--- config.mk ---
export PLATFORM = sky130hd
export DESIGN_NAME = bram_byte_reader
export DESIGN_NICKNAME = d
export VERILOG_FILES = /design/src/rtl/bram_byte_reader.sv
export SDC_FILE = /design/constraint.sdc
export NUM_CORES = 1
export LEC_CHECK = 0
export BUFFER_PORTS_ARGS = -buffer_cell sky130_fd_sc_hd__buf_2
export CAP_MARGIN = 20
export CORE_MARGIN = 2
export CORE_UTILIZATION = 52
export CTS_CLUSTER_SIZE = 12
export DETAILED_ROUTE_END_ITERATION = 12
export GPL_TIMING_DRIVEN = 0
export PLACE_DENSITY = 0.8
export SYNTH_ARGS = -nofsm -noshare
export SYNTH_HDL_FRONTEND = slang
export SYNTH_SLANG_ARGS = --single-unit
--- constraint.sdc ---
create_clock -name clk -period 2.1 [get_ports clk]
set_clock_uncertainty 0.1 [all_clocks]
set_input_delay 0.105 -clock clk [delete_from_list [all_inputs] [get_ports clk]]
set_output_delay 0.105 -clock clk [all_outputs]
set_load 0.02 [all_outputs]
--- src/rtl/bram_byte_reader.sv ---
// Streams a byte-length buffer out of a row-wide block RAM, column 0 first.
// Define BRAM_READER_CHECKSUM_EN to build the 16-bit one's-complement checksum.
module bram_byte_reader #(
    parameter int W  = 32,
    parameter int L  = 375,
    parameter int LW = $clog2(L * (W / 8) + 1),
    localparam int C  = W / 8,
    localparam int AW = $clog2(L)
) (
    input  logic          clk,
    input  logic          rst_n,
    input  logic          start,
    input  logic [AW-1:0] start_addr,
    input  logic [LW-1:0] start_len,
    output logic          busy,
    output logic          done,
    output logic [AW-1:0] ram_addr,
    input  logic [W-1:0]  ram_rd_data,
    output logic [7:0]    m_data,
    output logic          m_valid,
    input  logic          m_ready,
    output logic          m_last,
    output logic [15:0]   csum
);

    localparam int IW = (C > 1) ? $clog2(C) : 1;

    typedef enum logic [2:0] {
        S_IDLE,
        S_PRIME,
        S_LOAD,
        S_STREAM,
        S_DONE
    } state_t;

    state_t        r_state;
    logic [W-1:0]  r_hold;
    logic [IW-1:0] r_idx;
    logic [LW-1:0] r_rem;
    logic [AW-1:0] r_addr;
    logic [7:0]    r_data;
    logic          r_valid;
    logic          r_last;
    logic          r_busy;
    logic          r_done;

    logic          w_hs;
    logic          w_row_end;
    logic [AW-1:0] w_addr_nxt;

    assign w_hs       = r_valid & m_ready;
    assign w_row_end  = (r_idx == IW'(C - 1));
    assign w_addr_nxt = (r_addr == AW'(L - 1)) ? '0 : r_addr + 1'b1;

    // Next row is already addressed while the current one drains, so a
    // row boundary costs no bubble.
    always_ff @(posedge clk or negedge rst_n) begin
        if (!rst_n) begin
            r_state <= S_IDLE;
            r_hold  <= '0;
            r_idx   <= '0;
            r_rem   <= '0;
            r_addr  <= '0;
            r_data  <= '0;
            r_valid <= 1'b0;
            r_last  <= 1'b0;
            r_busy  <= 1'b0;
            r_done  <= 1'b0;
        end else begin
            r_done <= 1'b0;
            unique case (r_state)
                S_IDLE: begin
                    if (start) begin
                        r_busy <= 1'b1;
                        r_addr <= start_addr;
                        r_rem  <= start_len;
                        if (start_len == '0) begin
                            r_done  <= 1'b1;
                            r_state <= S_DONE;
                        end else begin
                            r_state <= S_PRIME;
                        end
                    end
                end
                S_PRIME: begin
                    r_state <= S_LOAD;
                end
                S_LOAD: begin
                    r_hold  <= ram_rd_data;
                    r_data  <= ram_rd_data[7:0];
                    r_addr  <= w_addr_nxt;
                    r_idx   <= '0;
                    r_valid <= 1'b1;
                    r_last  <= (r_rem == LW'(1));
                    r_state <= S_STREAM;
                end
                S_STREAM: begin
                    if (w_hs) begin
                        if (r_last) begin
                            r_valid <= 1'b0;
                            r_last  <= 1'b0;
                            r_rem   <= '0;
                            r_done  <= 1'b1;
                            r_state <= S_DONE;
                        end else begin
                            r_rem  <= r_rem - 1'b1;
                            r_last <= (r_rem == LW'(2));
                            if (w_row_end) begin
                                r_hold <= ram_rd_data;
                                r_data <= ram_rd_data[7:0];
                                r_addr <= w_addr_nxt;
                                r_idx  <= '0;
                            end else begin
                                r_hold <= {8'h00, r_hold[W-1:8]};
                                r_data <= r_hold[15:8];
                                r_idx  <= r_idx + 1'b1;
                            end
                        end
                    end
                end
                S_DONE: begin
                    r_busy  <= 1'b0;
                    r_state <= S_IDLE;
                end
                default: begin
                    r_state <= S_IDLE;
                end
            endcase
        end
    end

    assign busy     = r_busy;
    assign done     = r_done;
    assign ram_addr = r_addr;
    assign m_data   = r_data;
    assign m_valid  = r_valid;
    assign m_last   = r_last;

`ifdef BRAM_READER_CHECKSUM_EN
    logic [15:0] r_csum;
    logic        r_odd;
    logic [15:0] w_term;
    logic [16:0] w_sum;

    // Even-position byte lands in the high half; a trailing odd byte is
    // thus implicitly padded with 0x00.
    assign w_term = r_odd ? {8'h00, r_data} : {r_data, 8'h00};
    assign w_sum  = {1'b0, r_csum} + {1'b0, w_term};

    always_ff @(posedge clk or negedge rst_n) begin
        if (!rst_n) begin
            r_csum <= '0;
            r_odd  <= 1'b0;
        end else if (r_state == S_IDLE && start) begin
            r_csum <= '0;
            r_odd  <= 1'b0;
        end else if (w_hs) begin
            r_csum <= w_sum[15:0] + {15'd0, w_sum[16]};
            r_odd  <= ~r_odd;
        end
    end

    assign csum = r_csum;
`else
    assign csum = 16'h0000;
`endif

endmodule
# [Word level (Yosys, flattened, before mapping)]
# Cells that the tools add are included.
[op_classes] n_addsub=3 eq_ne=13 n_mux=40 n_bitwise=1 n_reduce_logical=13
[ops] cell="$mux W32" count=3
[ops] cell="$pmux W32 S2" count=1
[ops] cell="$mux W9" count=5
[ops] cell="$mux W11" count=3
[ops] cell="$pmux W9 S3" count=1
[ops] cell="$mux W8" count=3
[ops] cell="$pmux W11 S2" count=1
[ops] cell="$pmux W8 S2" count=1
[ops] cell="$mux W3" count=4
[ops] cell="$pmux W3 S4" count=1
[ops] cell="$reduce_and A3 Y1" count=4
[ops] cell="$eq A11 B1 Y1 const B" count=1
[ops] cell="$eq A11 B2 Y1 const B" count=1
[ops] cell="$logic_not A11 Y1" count=1
[ops] cell="$sub A11 B1 Y11 const B" count=1
[ops] cell="$ne A2 B2 Y1 const B" count=5
[ops] cell="$add A9 B1 Y9 const B" count=1
[ops] cell="$eq A9 B9 Y1 const B" count=1
[ops] cell="$mux W1" count=9
[ops] cell="$pmux W1 S2" count=4
[ops] cell="$eq A3 B2 Y1 const B" count=2
[ops] cell="$mux W2" count=3
[ops] cell="$reduce_bool A2 Y1" count=3
[ops] cell="$reduce_and A5 Y1" count=1
[ops] cell="other kinds (9)" count=10
[word_totals] ff_bits=69 word_cells=80

# [Depth between registers and ports, before layout]
# Gate-level depths: netlist of the first run.
[depth] depth_word=6 ltp_mapped=6

# [Least setup slack after synthesis of the first run]
# OpenSTA, ideal clock, no wires.
[synth_timing] kind="register to register" start="reg r_rem[7]" end="reg r_rem[10]" arrival_time_ns=1.662 path_slack_ns=0.258 stages_incl_launch_ff=5 period_less_slack_ns=1.842 path_cell_list="dfrtp_1 or4_1 or3_1 o31a_1 o211ai_2"
[synth_via] elab_chain_len=4
[synth_lines] item="start, declared" line_no="39" rtl="logic [LW-1:0] r_rem;"
[synth_lines] item="start signal, assigned" line_no="76" rtl="r_rem <= start_len;"
[synth_lines] item="start signal, assigned" line_no="106" rtl="r_rem <= r_rem - 1'b1;"
[synth_lines] item="$sub A11 B1 Y11" line_no="106"
[synth_lines] item="$mux W11" line_no="99" rtl="if (r_last) begin"
[synth_lines] item="$mux W11" line_no="98" rtl="if (w_hs) begin"
[synth_lines] item="$pmux W11 S2" line_no="71" rtl="unique case (r_state)"
# Every way passes these cells. The select of a mux whose other input is x is not followed.
# A chain may end at the register's enable or synchronous reset.

# [Final worst setup path of the first run]
[layout_timing] start="reg r_state[2]" end="reg r_rem[2]"
[layout_via] elab_chain_len=3 word_cells_on_any_way=7 classes_between="eq/ne (3); mux (1); reduce/logical (3)"
[layout_lines] item="start, declared" line_no="36" rtl="state_t r_state;"
[layout_lines] item="start signal, assigned" line_no="59" rtl="r_state <= S_IDLE;"
[layout_lines] item="start signal, assigned" line_no="79" rtl="r_state <= S_DONE;"
[layout_lines] item="start signal, assigned" line_no="81" rtl="r_state <= S_PRIME;"
[layout_lines] item="$eq A3 B2 Y1 / $logic_not A3 Y1 (equally long branches)" line_no="71"
[layout_lines] item="$ne A2 B2 Y1 (no source line) / $reduce_bool A2 Y1 (equally long branches)"
[layout_lines] item="$reduce_and A3 Y1 (no source line)"
# Several ways; a longest one is shown, not always the timed one.

==> results of run 1 <==
==> final timing paths <==
kind | from | end | cells after the start
max | r_state[2] | r_rem[2] | 4
min | start | busy | 3
max reg2reg | r_state[2] | r_rem[2] | 4
min reg2reg | r_hold[31] | r_hold[31] | 2
max in group asynchronous | rst_n | r_hold[30] | 3
min in group asynchronous | rst_n | ram_addr[1] | 2
==> routing by layer <==
metal	up-vias	routed length [µm]	track usage, %
li1	1638	-	-
met1	1612	3710	32.8
met2	152	4040	39.5
met3	22	551	5.34
met4	0	206	11.0
met5	-	0	0
==> worst max-delay path, cell delays in order (launching register included) <==
cell and delay [ns]:
dfrtp_1 0.40, clkbuf_1 0.25, nor4b_1 0.83, nand2_1 0.11, o311ai_0 0.14
==> final cells by class <==
type                    count  area, µm²
repair buffers            124        871
inverters                   7       26.3
clock inverters             5       50.0
well taps                  77       96.3
multi-input cells         291       1570
plain buffers              45        272
fillers                   481       1730
clock buffers              11        141
flip-flops and latches     61       1530
==> per-stage QoR <==
| step | setup slack [ns] | utilization, % | instance area (µm²) | power, mW | TNS, ns |
|---|---|---|---|---|---|
| global placement | 0.0398 | 61.4 | 3850 | 3.75 | 0 |
| floorplan | 0.258 | - | 3380 | 3.28 | 0 |
| finish | 0.137 | 72.5 | 4550 | 4.95 | 0 |
| global route | -0.0321 | 72.5 | 4550 | 5.29 | -0.0993 |
| CTS | 0.0272 | 72.3 | 4540 | 4.93 | 0 |
| detailed placement | -0.0208 | 61.7 | 3870 | 3.83 | -0.0886 |
==> flip-flops by register name (all words and copies together), names as in the netlist <==
register and cells:
m_valid 1, r_idx 2, busy 1, m_last 1, r_rem 11, ram_addr 9
r_state 3, r_hold 32, done 1
==> power by group through the flow <==
stage / registers, mW / clock network, mW / logic (mW)
5_1_grt: 2.05 / 1.09 / 2.15
6_report: 1.99 / 1.03 / 1.93
4_1_cts: 1.97 / 1.05 / 1.91
3_5_place_dp: 1.99 / 0 / 1.84
3_3_place_gp: 1.96 / 0 / 1.79
2_1_floorplan: 2.00 / 0 / 1.29
==> cell usage after synthesis (2+ instances only) <==
cell type  number
nand2_1        86
dfrtp_1        61
nor2_1         38
a31oi_1        27
buf_4          24
o21ai_0        22
clkbuf_1       15
a21oi_1        12
nand3_1        12
nor3_1          8
inv_1           7
ha_1            6
a22oi_1         5
and3_1          4
buf_1           4
o2bb2ai_1       4
a21o_1          3
a22o_1          3
a2bb2oi_1       3
nor3b_1         3
nor4_1          3
o311ai_0        3
o31ai_1         3
a211oi_1        2
a32oi_1         2
buf_2           2
nand2b_1        2
nand3b_1        2
o211ai_1        2
==> timing repair <==
item / 4_1_cts / 5_1_grt
hold endpoints to repair: 75 / 0
hold buffers: 47 / 0
endpoints found under the setup margin: 10 / 30
resized for setup: 1 / 14
==> cells by family (layout without fill, tap and decap cells) <==
group	after synthesis	in the layout	synth area share, %
buffers and inverters	52	192	8.67
DFF	61	61	46.0
AOI/OAI and AO/OA	100	100	20.2
and+or+nand+nor	169	169	22.7
adders and majority gates	6	6	2.26
other	1	16	0.113
==> flow_summary.toml, run 1 <==
[run_status]
status = "finished clean"

[critical_path]
cp_data_arrival_time_ns = 2.07
critPathKind = "register to register"
crit_path_end_kind = "register"
crit_required_ns = 2.21
cp-start-kind = "register"
r2r_setup_slack_ns = 0.14
cp_max_fo = 10

[drt]
wl_per_cell_um = 13.7
ant_nets = 0
route.detailed.drc = 0
viasPerCell = 5.51
drt-pass1-iter-count = 5
initialDrtViolationCount = 204
vias = 3424
wl_um = 8510

[layout]
area_delta_synth_final_pct = 37.1
drive_above_1_share_pct = 24.4
fin_cells = 621
antenna_cells = 0
layout_commonest_cell = "nand2_1"
nets = 601
mostFrequentLayoutCells = "nand2_1, buf_2, dfrtp_1"

[sta]
hold_viol = 0
layout_min_cycle_time_ns = 1.96
worst_hold_slack_ns = 0.0131
grt_setup_unrepaired = "yes"
fmax_ghz = 0.509
setup_violations = 0
worst_pin_slew_ns = 0.868
finalCritPeriodShare_pct = 93.5
slew_headroom_pct = 41.3
slew_viol_final = 0

[placement]
place.gp.congestion = 0.931
dpl.hpwl_um = 5700
port_buffers = 76
dp.cells = 558

[floorplanning]
design.die.area_mm2 = 0.00704
die_h_um = 83.9
ios = 93
start_util_pct = 52.9
core_mm2 = 0.00628
die_w_um = 83.9
rows = 29

[power]
p_leak_nw = 2.19
peakVddDrop_v = 0.000906
p_clk_share_pct = 20.8
p_int_mw = 3.03
switching_power_mw = 1.92
pwr-share-seq_pct = 40.2
powerDensity_mw_per_mm2 = 1090
p_sw_share_pct = 38.8
p_comb_share_pct = 39.0

[synth]
synth_largest_area_cell = "dfrtp_1"
ys_ff_latch = 61
synth_warnings = 0
synth_enable_flop_cells = 0
synth_top_area_share_pct = 46.0
syn_avg_cell_area_um2 = 8.53
synth_area_leaders = "dfrtp_1, nand2_1, buf_4"
syn_area_mm2 = 0.00332
synthArstFlopShare_pct = 100
ys.flop_type = "dfrtp_1"
syn_inst = 389
seq_area_frac_synth_pct = 46.0
synth_cell_types = 50

[grt]
grt_pass1_vias = 3114
track_usage_pct = 24.9
grt_pass1_wl_um = 14100
antenna_found_initial = 0
grt_max_degree = 33
grt-ovfl-total = 0

[clocking]
clk_latency_ns = 0.34
cts_made_buffers = 9
cts_root_buf = "clkbuf_8"
cts_max_path_buffers = 2
cts_tree = "yes"
h-tree-depth = 3
clkSinkCount = 61
path_clk_slew_ns = 0.06
post-cts-setup-buffers = 0

[job]
timing.max_cap.violations = 0

[worst_hold_path]
min_path_type = "input port to register"
Note: power is estimated with default switching activity, not from simulation.
==> inputs of run 2 (changes only) <==
- ABC_AREA: unset -> 1
- CORE_UTILIZATION: 52 -> 53
- REMOVE_ABC_BUFFERS: unset -> 1
==> flow_summary.toml, run 2 <==
[run_status]
status = "finished clean"

[power]
p_clk_share_pct = 18.7
p_int_mw = 3.19
p_comb_share_pct = 46.4
switching_power_mw = 2.59
p_sw_share_pct = 44.8
peakVddDrop_v = 0.000834
powerDensity_mw_per_mm2 = 1270
p_total_mw = 5.78
pwr-share-seq_pct = 34.9
p_leak_nw = 2.34

[clocking]
h-tree-depth = 3
cts_root_buf = "clkbuf_8"
cts_max_path_buffers = 2
cts_tree = "yes"
clkSinkCount = 61
path_clk_slew_ns = 0.07
clk_latency_ns = 0.35
cts_made_buffers = 9

[layout]
area_delta_synth_final_pct = 26.8
mostFrequentLayoutCells = "nand2_1, buf_2, dfrtp_1"
drive_above_1_share_pct = 18.7
antenna_cells = 0
regArea_mm2 = 0.00153
layout_commonest_cell = "nand2_1"
utilization_pct = 68.4
top_register = "r_hold"
final_cell_area_mm2 = 0.00457
multi_input_area_mm2 = 0.00164
nets = 652
fill_cells = 562
largest_register_ffs = 32

[synth]
synth_warnings = 0
syn_avg_cell_area_um2 = 7.53
synth_enable_flop_cells = 0
synthArstFlopShare_pct = 100
synth_cell_types = 37
syn_inst = 478
synth_most_common_cell = "nand2_1"
synth_area_leaders = "dfrtp_1, nand2_1, buf_4"
ys.flop_type = "dfrtp_1"
synth_largest_area_cell = "dfrtp_1"
synth_top_area_share_pct = 42.4
ys_ff_latch = 61
synthTopCellsByCount = "nand2_1, dfrtp_1, inv_1"
seq_area_frac_synth_pct = 42.4
syn_area_mm2 = 0.00360

[drt]
ant_nets = 0
route.detailed.drc = 0
vias = 3529
initialDrtViolationCount = 255
wl_um = 9060
wl_per_cell_um = 13.4
viasPerCell = 5.24
drt-pass1-iter-count = 8

[sta]
setup_violations = 0
layout_min_cycle_time_ns = 1.92
slew_headroom_pct = 63.6
grt_setup_unrepaired = "no"
fmax_ghz = 0.520
hold_viol = 0
worst_pin_slew_ns = 0.545
slew_viol_final = 0
finalCritPeriodShare_pct = 91.6

[grt]
grt-ovfl-total = 0
track_usage_pct = 25.5
antenna_found_initial = 0
grt_pass1_wl_um = 15000
grt_pass1_vias = 3320
grt_max_degree = 51

[floorplanning]
rows = 30
design.die.area_mm2 = 0.00747
ios = 93
core_mm2 = 0.00668
start_util_pct = 53.9
die_h_um = 86.4
die_w_um = 86.4

[worst_hold_path]
holdPathStages = 3
min_to = "r_rem[10]"
min-delay-start = "start_len[10]"
min_path_type = "input port to register"

[critical_path]
crit_required_ns = 2.22
path_common_cell = "nand3_1"
critPathKind = "register to register"
cp-start-kind = "register"
cp_slowest_cell = "dfrtp_1"
r2r_setup_slack_ns = 0.18
path_delay_family = "simple AND/OR/NAND/NOR gates"
path_buf_inv = 2
regToRegEndpoint = "r_state[0]"
cp_data_arrival_time_ns = 2.05
cp_max_fo = 12
cp_cell_sequence = "inv_2 > nand3_1 > nor2_4 > buf_12 > nor2_1 > nand3_1 > o21ai_1"
timing.rr.start = "r_state[2]"
crit_path_end_kind = "register"
rr_worst_depth = 7
cpPeakStageDelay_ns = 0.48

[placement]
place.gp.congestion = 0.884
dpl.hpwl_um = 5460
port_buffers = 76
place_area_mm2 = 0.00387

[job]
timing.max_cap.violations = 0
## run 2: cell type report
class / instances / area share (%)
Clock buffer: 11 / 3.32
Sequential cell: 61 / 33.4
Clock inverter: 4 / 1.04
Multi-Input combinational cell: 340 / 36.0
Timing Repair Buffer: 125 / 19.5
Inverter: 53 / 4.52
Tap cell: 80 / 2.19
## run 2: worst min-delay path, cell delays in order
cell and delay (ns):
buf_2 0.09, a21oi_1 0.06, a21oi_1 0.15
## run 2: cells by family after synthesis
logic type | Yosys count | synth area share (%)
DFF | 61 | 42.4
buffers and inverters | 92 | 13.7
adders and majority gates | 6 | 2.08
xor gates and xnor gates | 2 | 0.487
other | 1 | 0.104
AOI/OAI and AO/OA | 96 | 14.8
and+or+nand+nor | 220 | 26.5
## run 2: metal layers
metal | global-route usage [%] | up-vias | wire (µm)
li1 | - | 1722 | -
met1 | 31.2 | 1623 | 3700
met2 | 43.1 | 166 | 4510
met3 | 6.10 | 18 | 656
met4 | 10.5 | 0 | 196
met5 | 0 | - | 0
## run 2: worst max-delay path by stage
stage	slack [ns]	depth (start not counted)	startpoint	to
finish	0.18	7	r_state[2]	r_state[0]
global route	0.03	6	r_state[2]	r_rem[2]
CTS	0.09	7	r_state[0]	r_hold[22]
detailed placement	-0.03	6	r_state[2]	r_state[0]
global placement	-0.008	6	r_state[2]	r_state[0]
floorplan	0.35	6	r_state[2]	r_state[0]
## run 2: per-stage QoR
step           cells  setup slack [ns]  hold WS [ns]  setup TNS [ns]
2_1_floorplan    454             0.351        -0.291               0
3_3_place_gp     610          -0.00775         0.245        -0.00775
3_5_place_dp     611           -0.0350        0.0290         -0.0350
4_1_cts          673            0.0888       0.00361               0
5_1_grt          674            0.0337        0.0326               0
6_report         674             0.175       0.00396               0
## run 2: what timing repair did
item | 4_1_cts | 5_1_grt
hold endpoints to repair | 67 | 0
hold buffers | 47 | 0
setup endpoints to repair | 1 | 18
gates resized for setup | 1 | 3
pin swaps | 0 | 1
setup buffers | 0 | 1
## run 2: power groups by stage
stage	clock network, mW	registers, mW	logic [mW]
finish	1.08	2.02	2.68
global route	1.16	2.08	3.05
floorplan	0	2.15	1.69
detailed placement	0	2.02	2.54
global placement	0	2.00	2.45
CTS	1.08	2.01	2.62
==> inputs of run 3 (changes only) <==
- ABC_AREA: 1 -> unset
- CORE_UTILIZATION: 53 -> 52
==> flow_summary.toml, run 3 (synthesis results as in run 1) <==
[sta]
slew_viol_final = 0
worst_pin_slew_ns = 0.756
setup_violations = 0
layout_min_cycle_time_ns = 1.99
finalCritPeriodShare_pct = 94.6
hold_viol = 0
setup_ws_ns = 0.113
slew_headroom_pct = 48.9
fmax_ghz = 0.503
worst_hold_slack_ns = 0.00342
grt_setup_unrepaired = "no"
timing.setup.tns_ns = 0

[layout]
utilization_pct = 71.6
multi_input_area_mm2 = 0.00163
area_delta_synth_final_pct = 35.4
mostFrequentLayoutCells = "nand2_1, buf_2, dfrtp_1"
antenna_cells = 0
fill_cells = 447
nets = 566
top_register = "r_hold"
regArea_mm2 = 0.00153
drive_above_1_share_pct = 22.6
largest_register_ffs = 32
layout_commonest_cell = "nand2_1"
final_cell_area_mm2 = 0.00450

[critical_path]
cp_max_fo = 19
rr_worst_depth = 4
cp_cell_sequence = "or3b_2 > a21o_4 > nand2b_4 > o311ai_0"
timing.rr.start = "r_state[1]"
cp_slowest_cell = "dfrtp_2"
path_buf_inv = 0
crit_path_end_kind = "register"
crit_required_ns = 2.22
regToRegEndpoint = "r_rem[9]"
cpPeakStageDelay_ns = 0.50
cp_data_arrival_time_ns = 2.11
r2r_setup_slack_ns = 0.11
path_delay_family = "simple AND/OR/NAND/NOR gates"
startpoint = "r_state[1]"
cp-start-kind = "register"
critPathKind = "register to register"

[floorplanning]
design.die.area_mm2 = 0.00704
ios = 93
rows = 29
die_h_um = 83.9
start_util_pct = 52.9
core_mm2 = 0.00628
die_w_um = 83.9

[worst_hold_path]
min_path_type = "input port to register"
holdPathStages = 3
min-delay-start = "start_len[7]"
min_to = "r_rem[7]"

[clocking]
cts_root_buf = "clkbuf_8"
path_clk_slew_ns = 0.07
cts_tree = "yes"
clkSinkCount = 61
cts_max_path_buffers = 2
cts_made_buffers = 9
h-tree-depth = 3
clk_latency_ns = 0.34

[drt]
vias = 3240
viasPerCell = 5.53
ant_nets = 0
wl_per_cell_um = 14.7
initialDrtViolationCount = 166
wl_um = 8620
route.detailed.drc = 0
drt-pass1-iter-count = 5

[grt]
grt_pass1_vias = 3170
track_usage_pct = 25.8
grt_pass1_wl_um = 14600
grt-ovfl-total = 0
grt_max_degree = 37
antenna_found_initial = 0

[placement]
place_area_mm2 = 0.00367
port_buffers = 76
place_ws_ns = -0.474
place.gp.congestion = 0.895
dpl.hpwl_um = 4980

[job]
timing.max_cap.violations = 0

[power]
powerDensity_mw_per_mm2 = 1140
p_leak_nw = 2.08
peakVddDrop_v = 0.000796

[run_status]
status = "finished clean"
run 3: cell count changes in the layout (fill, tap and decap cells not counted), sizes merged, moves of 5 or more:
cell	previous run	this run
a31oi	1	27
buf	78	84
inv	53	8
nand2	129	86
nand3	31	12
nor2	49	38
nor3	3	8
o211ai	8	3
o21ai	70	22
run 3: repair_timing:
action                                  in CTS  in global routing
resized for setup                            8                  5
pin swaps                                    1                  1
endpoints found under the setup margin      52                 18
hold buffers                                49                  0
hold endpoints to repair                    73                  0
gates cloned                                 1                  0
buffers inserted                             5                  0
run 3: stage by stage:
step	instances	power (mW)
3_3_place_gp	512	3.58
2_1_floorplan	359	3.12
6_report	586	5.14
5_1_grt	586	5.49
3_5_place_dp	515	3.70
4_1_cts	586	5.10
run 3: metal layers:
metal / GRT usage (%) / share of wire (%)
met2: 43.9 / 50
met1: 32.3 / 42
met4: 11.0 / 2.3
met5: 0 / 0
met3: 4.45 / 5.6
run 3: worst register-to-register path, cell delays in order (launching register included):
cell,delay [ns]
dfrtp_2,0.50
or3b_2,0.50
a21o_4,0.29
nand2b_4,0.18
o311ai_0,0.31
run 3: worst max path at each step:
stage	endpoint	slack, ns	cells past startpoint
final	r_rem[9]	0.11	4
after global routing	ram_addr[5]	0.01	4
after CTS	ram_addr[7]	0.01	4
after detailed placement	r_hold[3]	-0.47	4
after global placement	r_hold[20]	-2.47	3
after floorplan	r_hold[0]	-1.41	3
run 3: power by group:
group	leakage, nW	internal [mW]	switching, mW
clock	0.116	0.794	0.498
sequential	0.736	1.62	0.360
combinational	1.23	0.764	1.10
total	2.08	3.18	1.96
run 3: final cells by class:
class                   count  area share, %
clock buffers               9           2.76
clock inverters             7           2.73
inverters                   7          0.584
multi-input cells         292           36.2
flip-flops and latches     61           34.0
well taps                  77           2.14
repair buffers            133           21.6
